File: src/rtl/clock_divider_bank_pkg.sv
// rtl/clock_divider_bank_pkg.sv - shared constants and width helper for the game clock dividers
package clock_divider_pkg;

    localparam int CLK_HZ       = 100_000_000;
    localparam int HALF_1K_DEF  = 50_000;
    localparam int HALF_25_DEF  = 2_000_000;
    localparam int HALF_2P5_DEF = 20_000_000;

    function automatic int cnt_width(input int n);
        int w;
        w = $clog2(n);
        return (w < 1) ? 1 : w;
    endfunction

endpackage

File: src/rtl/clock_divider_bank_toggle_divider.sv
// rtl/clock_divider_bank_toggle_divider.sv - half-period counter plus toggle flop; tick port with DIV_STROBE_EN
module toggle_divider
    import clock_divider_pkg::*;
#(
    parameter int HALF = 2
) (
    input  logic clk,
    input  logic reset,
`ifdef DIV_STROBE_EN
    output logic tick,
`endif
    output logic out
);

    localparam int            W    = cnt_width(HALF);
    localparam logic [W-1:0]  LAST = W'(HALF - 1);

    logic [W-1:0] cnt_q, cnt_d;
    logic         out_q, out_d;
    logic         wrap;

    always_comb begin
        wrap  = (cnt_q == LAST);
        cnt_d = cnt_q + 1'b1;
        out_d = out_q;
        if (wrap) begin
            cnt_d = '0;
            out_d = ~out_q;
        end
    end

    always_ff @(posedge clk) begin
        if (reset) begin
            cnt_q <= '0;
            out_q <= 1'b0;
        end else begin
            cnt_q <= cnt_d;
            out_q <= out_d;
        end
    end

    assign out = out_q;

`ifdef DIV_STROBE_EN
    logic tick_q, tick_d;

    // Strobe lands on the same edge the output goes 0->1.
    always_comb begin
        tick_d = wrap && !out_q;
    end

    always_ff @(posedge clk) begin
        if (reset) begin
            tick_q <= 1'b0;
        end else begin
            tick_q <= tick_d;
        end
    end

    assign tick = tick_q;
`endif

endmodule

File: src/rtl/clock_divider_bank.sv
// rtl/clock_divider_bank.sv - 1000 Hz / 25 Hz / 2.5 Hz game clocks from 100 MHz; tick strobes with DIV_STROBE_EN
module clock_divider_bank
    import clock_divider_pkg::*;
#(
    parameter int HALF_1K  = HALF_1K_DEF,
    parameter int HALF_25  = HALF_25_DEF,
    parameter int HALF_2P5 = HALF_2P5_DEF
) (
    input  logic clk,
    input  logic reset,
`ifdef DIV_STROBE_EN
    output logic tick_1000hz,
    output logic tick_25hz,
    output logic tick_2p5hz,
`endif
    output logic clk_1000hz,
    output logic clk_25hz,
    output logic clk_2p5hz
);

    toggle_divider #(.HALF(HALF_1K)) u_div_1k (
        .clk   (clk),
        .reset (reset),
`ifdef DIV_STROBE_EN
        .tick  (tick_1000hz),
`endif
        .out   (clk_1000hz)
    );

    toggle_divider #(.HALF(HALF_25)) u_div_25 (
        .clk   (clk),
        .reset (reset),
`ifdef DIV_STROBE_EN
        .tick  (tick_25hz),
`endif
        .out   (clk_25hz)
    );

    toggle_divider #(.HALF(HALF_2P5)) u_div_2p5 (
        .clk   (clk),
        .reset (reset),
`ifdef DIV_STROBE_EN
        .tick  (tick_2p5hz),
`endif
        .out   (clk_2p5hz)
    );

endmodule

File: config.mk
export PLATFORM = sky130hd
export DESIGN_NAME = clock_divider_bank
export DESIGN_NICKNAME = d
export VERILOG_FILES = /design/src/rtl/clock_divider_bank_pkg.sv /design/src/rtl/clock_divider_bank_toggle_divider.sv /design/src/rtl/clock_divider_bank.sv
export SDC_FILE = /design/constraint.sdc
export NUM_CORES = 1
export LEC_CHECK = 0
export ABC_AREA = 0
export CAP_MARGIN = 5
export CORE_AREA = 2 2 95 97
export DETAILED_ROUTE_END_ITERATION = 12
export DIE_AREA = 0 0 97 99
export GPL_TIMING_DRIVEN = 1
export PLACE_DENSITY = 0.6
export SLEW_MARGIN = 15
export SYNTH_ARGS = -nofsm -noshare
export SYNTH_HDL_FRONTEND = slang
export SYNTH_HIERARCHICAL = 1
export SYNTH_SLANG_ARGS = --single-unit
File: constraint.sdc
create_clock -name clk -period 3.8 [get_ports clk]
set_input_delay 0.57 -clock clk [delete_from_list [all_inputs] [get_ports clk]]
set_output_delay 0.57 -clock clk [all_outputs]
set_load 0.05 [all_outputs]
==> run metrics <==
area leader, netlist dfxtp_1; max frequency 0.440 GHz; post-synthesis cell count 338; fin nets 350; total number of vias 2341; vias per cell 5.11; post-CTS sizing 0; Worst setup EP type register; layout cell share with drive strength beyond 1 0.0886; initial antenna violation count 0; Top FF cell, synth dfxtp_1; EDFF count, synth 0; TritonCTS clock tree built; CORE AREA 0.00855 mm^2; H-tree depth 3; CP max stage delay 670 ps; die area 0.00960 mm^2; required time of the critical path 4040 ps; I/O Pins 5; cell family with most CP delay compound AO/OA/AOI/OAI gates; area occupied by multi-input gates 0.00157 mm^2; Synth top area share 0.441; Total GRT Usage 0.128; Final Hold Viols 0; pwr dens 386 mW/mm^2; Tcrit/Tclk final 0.598; Area growth syn-to-layout 10.8%; CTS buffer count 9; clk root buf clkbuf_8; design area 0.00327 mm^2; Pins Over Slew Limit 0; worst-path cell with the longest stage delay o21bai_1; setup TNS 0 ps; status finished clean; DRT Pass-1 Iters 4; Rows 34; Clock Tree Buf Depth 2; Mapped Nets 343; crit-path cells ha_1 > and3_1 > nand3_1 > o21bai_1 > buf_4 > nor2_1; total congestion overflow 0; crit path DAT 2510 ps; Reg clk slew, reported paths 80 ps; Die H 99 um; DRC 0; largest net degree at the start of global routing 25; startpoint types register; RSZ-0062 raised after global routing false; final wirelength 5.61 mm; max_slew headroom 0.489; Crit Path Class reg -> reg; initial core utilization 0.345; crit path time final 2270 ps; Setup-failing EPs final 0; Final Skew 9.98 ps; Seq cells post-synth 65; first-pass GRT wire length 9.97 mm; most area-consuming cells after synthesis dfxtp_1, xnor2_1, nor2_1; clk_lat worst skew 350 ps; Fill cells 870; Max Cap Violations 0; global placer's final weighted congestion 0.766; Tightest Pin Transition 765 ps; Ys Warns 6; register area share after synthesis 0.441; worst slack, placed 1550 ps; register area 0.00130 mm^2; peak supply drop 0.000226 V; CTS Hold Buffers Added 0; HPWL after detailed placement 3.86 mm; DIE WIDTH 97 um; Hold Slack 466 ps; CP Buf/Inv Count 1; DP Area 0.00309 mm^2; drt first-iter violations 78; share of flip-flops with an asynchronous set or reset 0; postcts setup bufs 0; antenna cell count 0; syn_area_per_cell 8.73 um^2; fin worst setup slack 1530 ps; Netlist cell types 39; Sinks on Clock Net 65; Pleak 1.01 nW; Hold Path Class reg -> reg; I/O Buffers 4; Post-DRT Antenna Nets 0; Power, Total 1.26 mW; routed len/inst 12.2 um; vias in the first global route 2219; Syn Std Cell Area 0.00295 mm^2; Worst Path Max Fanout 11
## routing by layer
| layer | GRT usage | share of wire | wire, um | vias up |
|---|---|---|---|---|
| li1 | - | - | - | 1227 |
| met2 | 0.199 | 0.46 | 2570 | 28 |
| met5 | 0 | 0 | 0 | - |
| met1 | 0.159 | 0.49 | 2770 | 1080 |
| met3 | 0.0553 | 0.038 | 211 | 6 |
| met4 | 0.0412 | 0.0095 | 53 | 0 |
## kinds of logic after synthesis
kind of cell / share of synthesized area
buf+inv: 0.0271
xor+xnor: 0.116
fa+ha+maj: 0.0127
compound gates: 0.0789
simple gates: 0.324
flops: 0.441
## cells in the final DEF, fill, tap and decap left out, types with 2 or more instances in the layout
cell / Yosys / final
ha_1: 3 / 3
or4_1: 3 / 3
xor2_1: 16 / 16
dfxtp_1: 65 / 65
o31ai_1: 3 / 3
inv_1: 9 / 9
nand4_2: 2 / 2
xnor2_1: 23 / 23
nand3_1: 23 / 23
or3_1: 16 / 16
nand2_1: 15 / 15
a21oi_1: 20 / 20
and3_1: 6 / 6
clkdlybuf4s50_1: 0 / 4
nand3_2: 2 / 2
nor2_1: 48 / 48
nor3_1: 7 / 7
clkinvlp_4: 0 / 4
nor4_1: 9 / 9
and3_2: 2 / 2
and4_1: 4 / 4
nand4_1: 20 / 20
clkbuf_8: 0 / 10
nor4bb_1: 2 / 2
o21ai_0: 15 / 15
nor4b_1: 4 / 4
## Yosys cell counts, types with 2 or more instances
cell      number
dfxtp_1       65
nor2_1        48
nand3_1       23
xnor2_1       23
a21oi_1       20
nand4_1       20
or3_1         16
xor2_1        16
nand2_1       15
o21ai_0       15
inv_1          9
nor4_1         9
nor3_1         7
and3_1         6
and4_1         4
nor4b_1        4
buf_2          3
clkbuf_1       3
ha_1           3
o31ai_1        3
or4_1          3
and3_2         2
buf_4          2
nand3_2        2
nand4_2        2
nor4bb_1       2
## power by group
group          internal [mW]  switching (mW)  leakage, nW  total [mW]
Sequential             0.689         0.00855        0.525       0.697
Combinational         0.0106          0.0180        0.406      0.0286
Clock                  0.254           0.281       0.0805       0.534
Total                  0.953           0.307         1.01        1.26
## final timing paths
check / from / endpoint / slack, ps / cells past startpoint
hold / removal: u_div_2p5/cnt_q[0]$_SDFF_PP0_ / u_div_2p5/cnt_q[0]$_SDFF_PP0_ / 470 / 1
hold reg to reg: u_div_2p5/cnt_q[0]$_SDFF_PP0_ / u_div_2p5/cnt_q[0]$_SDFF_PP0_ / 470 / 1
setup / recovery: u_div_25/cnt_q[0]$_SDFF_PP0_ / u_div_25/cnt_q[2]$_SDFF_PP0_ / 1530 / 6
setup reg to reg: u_div_25/cnt_q[0]$_SDFF_PP0_ / u_div_25/cnt_q[2]$_SDFF_PP0_ / 1530 / 6
## final cells by class
class                           count  area share
Inverter                            9      0.0103
Clock buffer                       10      0.0421
Clock inverter                      6      0.0134
Tap cell                          108      0.0414
Multi-Input combinational cell    255       0.480
Timing Repair Buffer                5      0.0146
Sequential cell                    65       0.398
## flip-flops by register name, summed over array words and instances (netlist names)
register         cells
u_div_2p5/cnt_q     25
u_div_25/cnt_q      21
u_div_25/out         1
u_div_2p5/out        1
u_div_1k/out         1
u_div_1k/cnt_q      16
## through the flow
step                utilization  std cells
floorplan                     -        338
global placement          0.361        442
detailed placement        0.361        442
CTS                       0.382        458
global route              0.382        458
finish                    0.382        458
(Power assumes the default switching activity.)
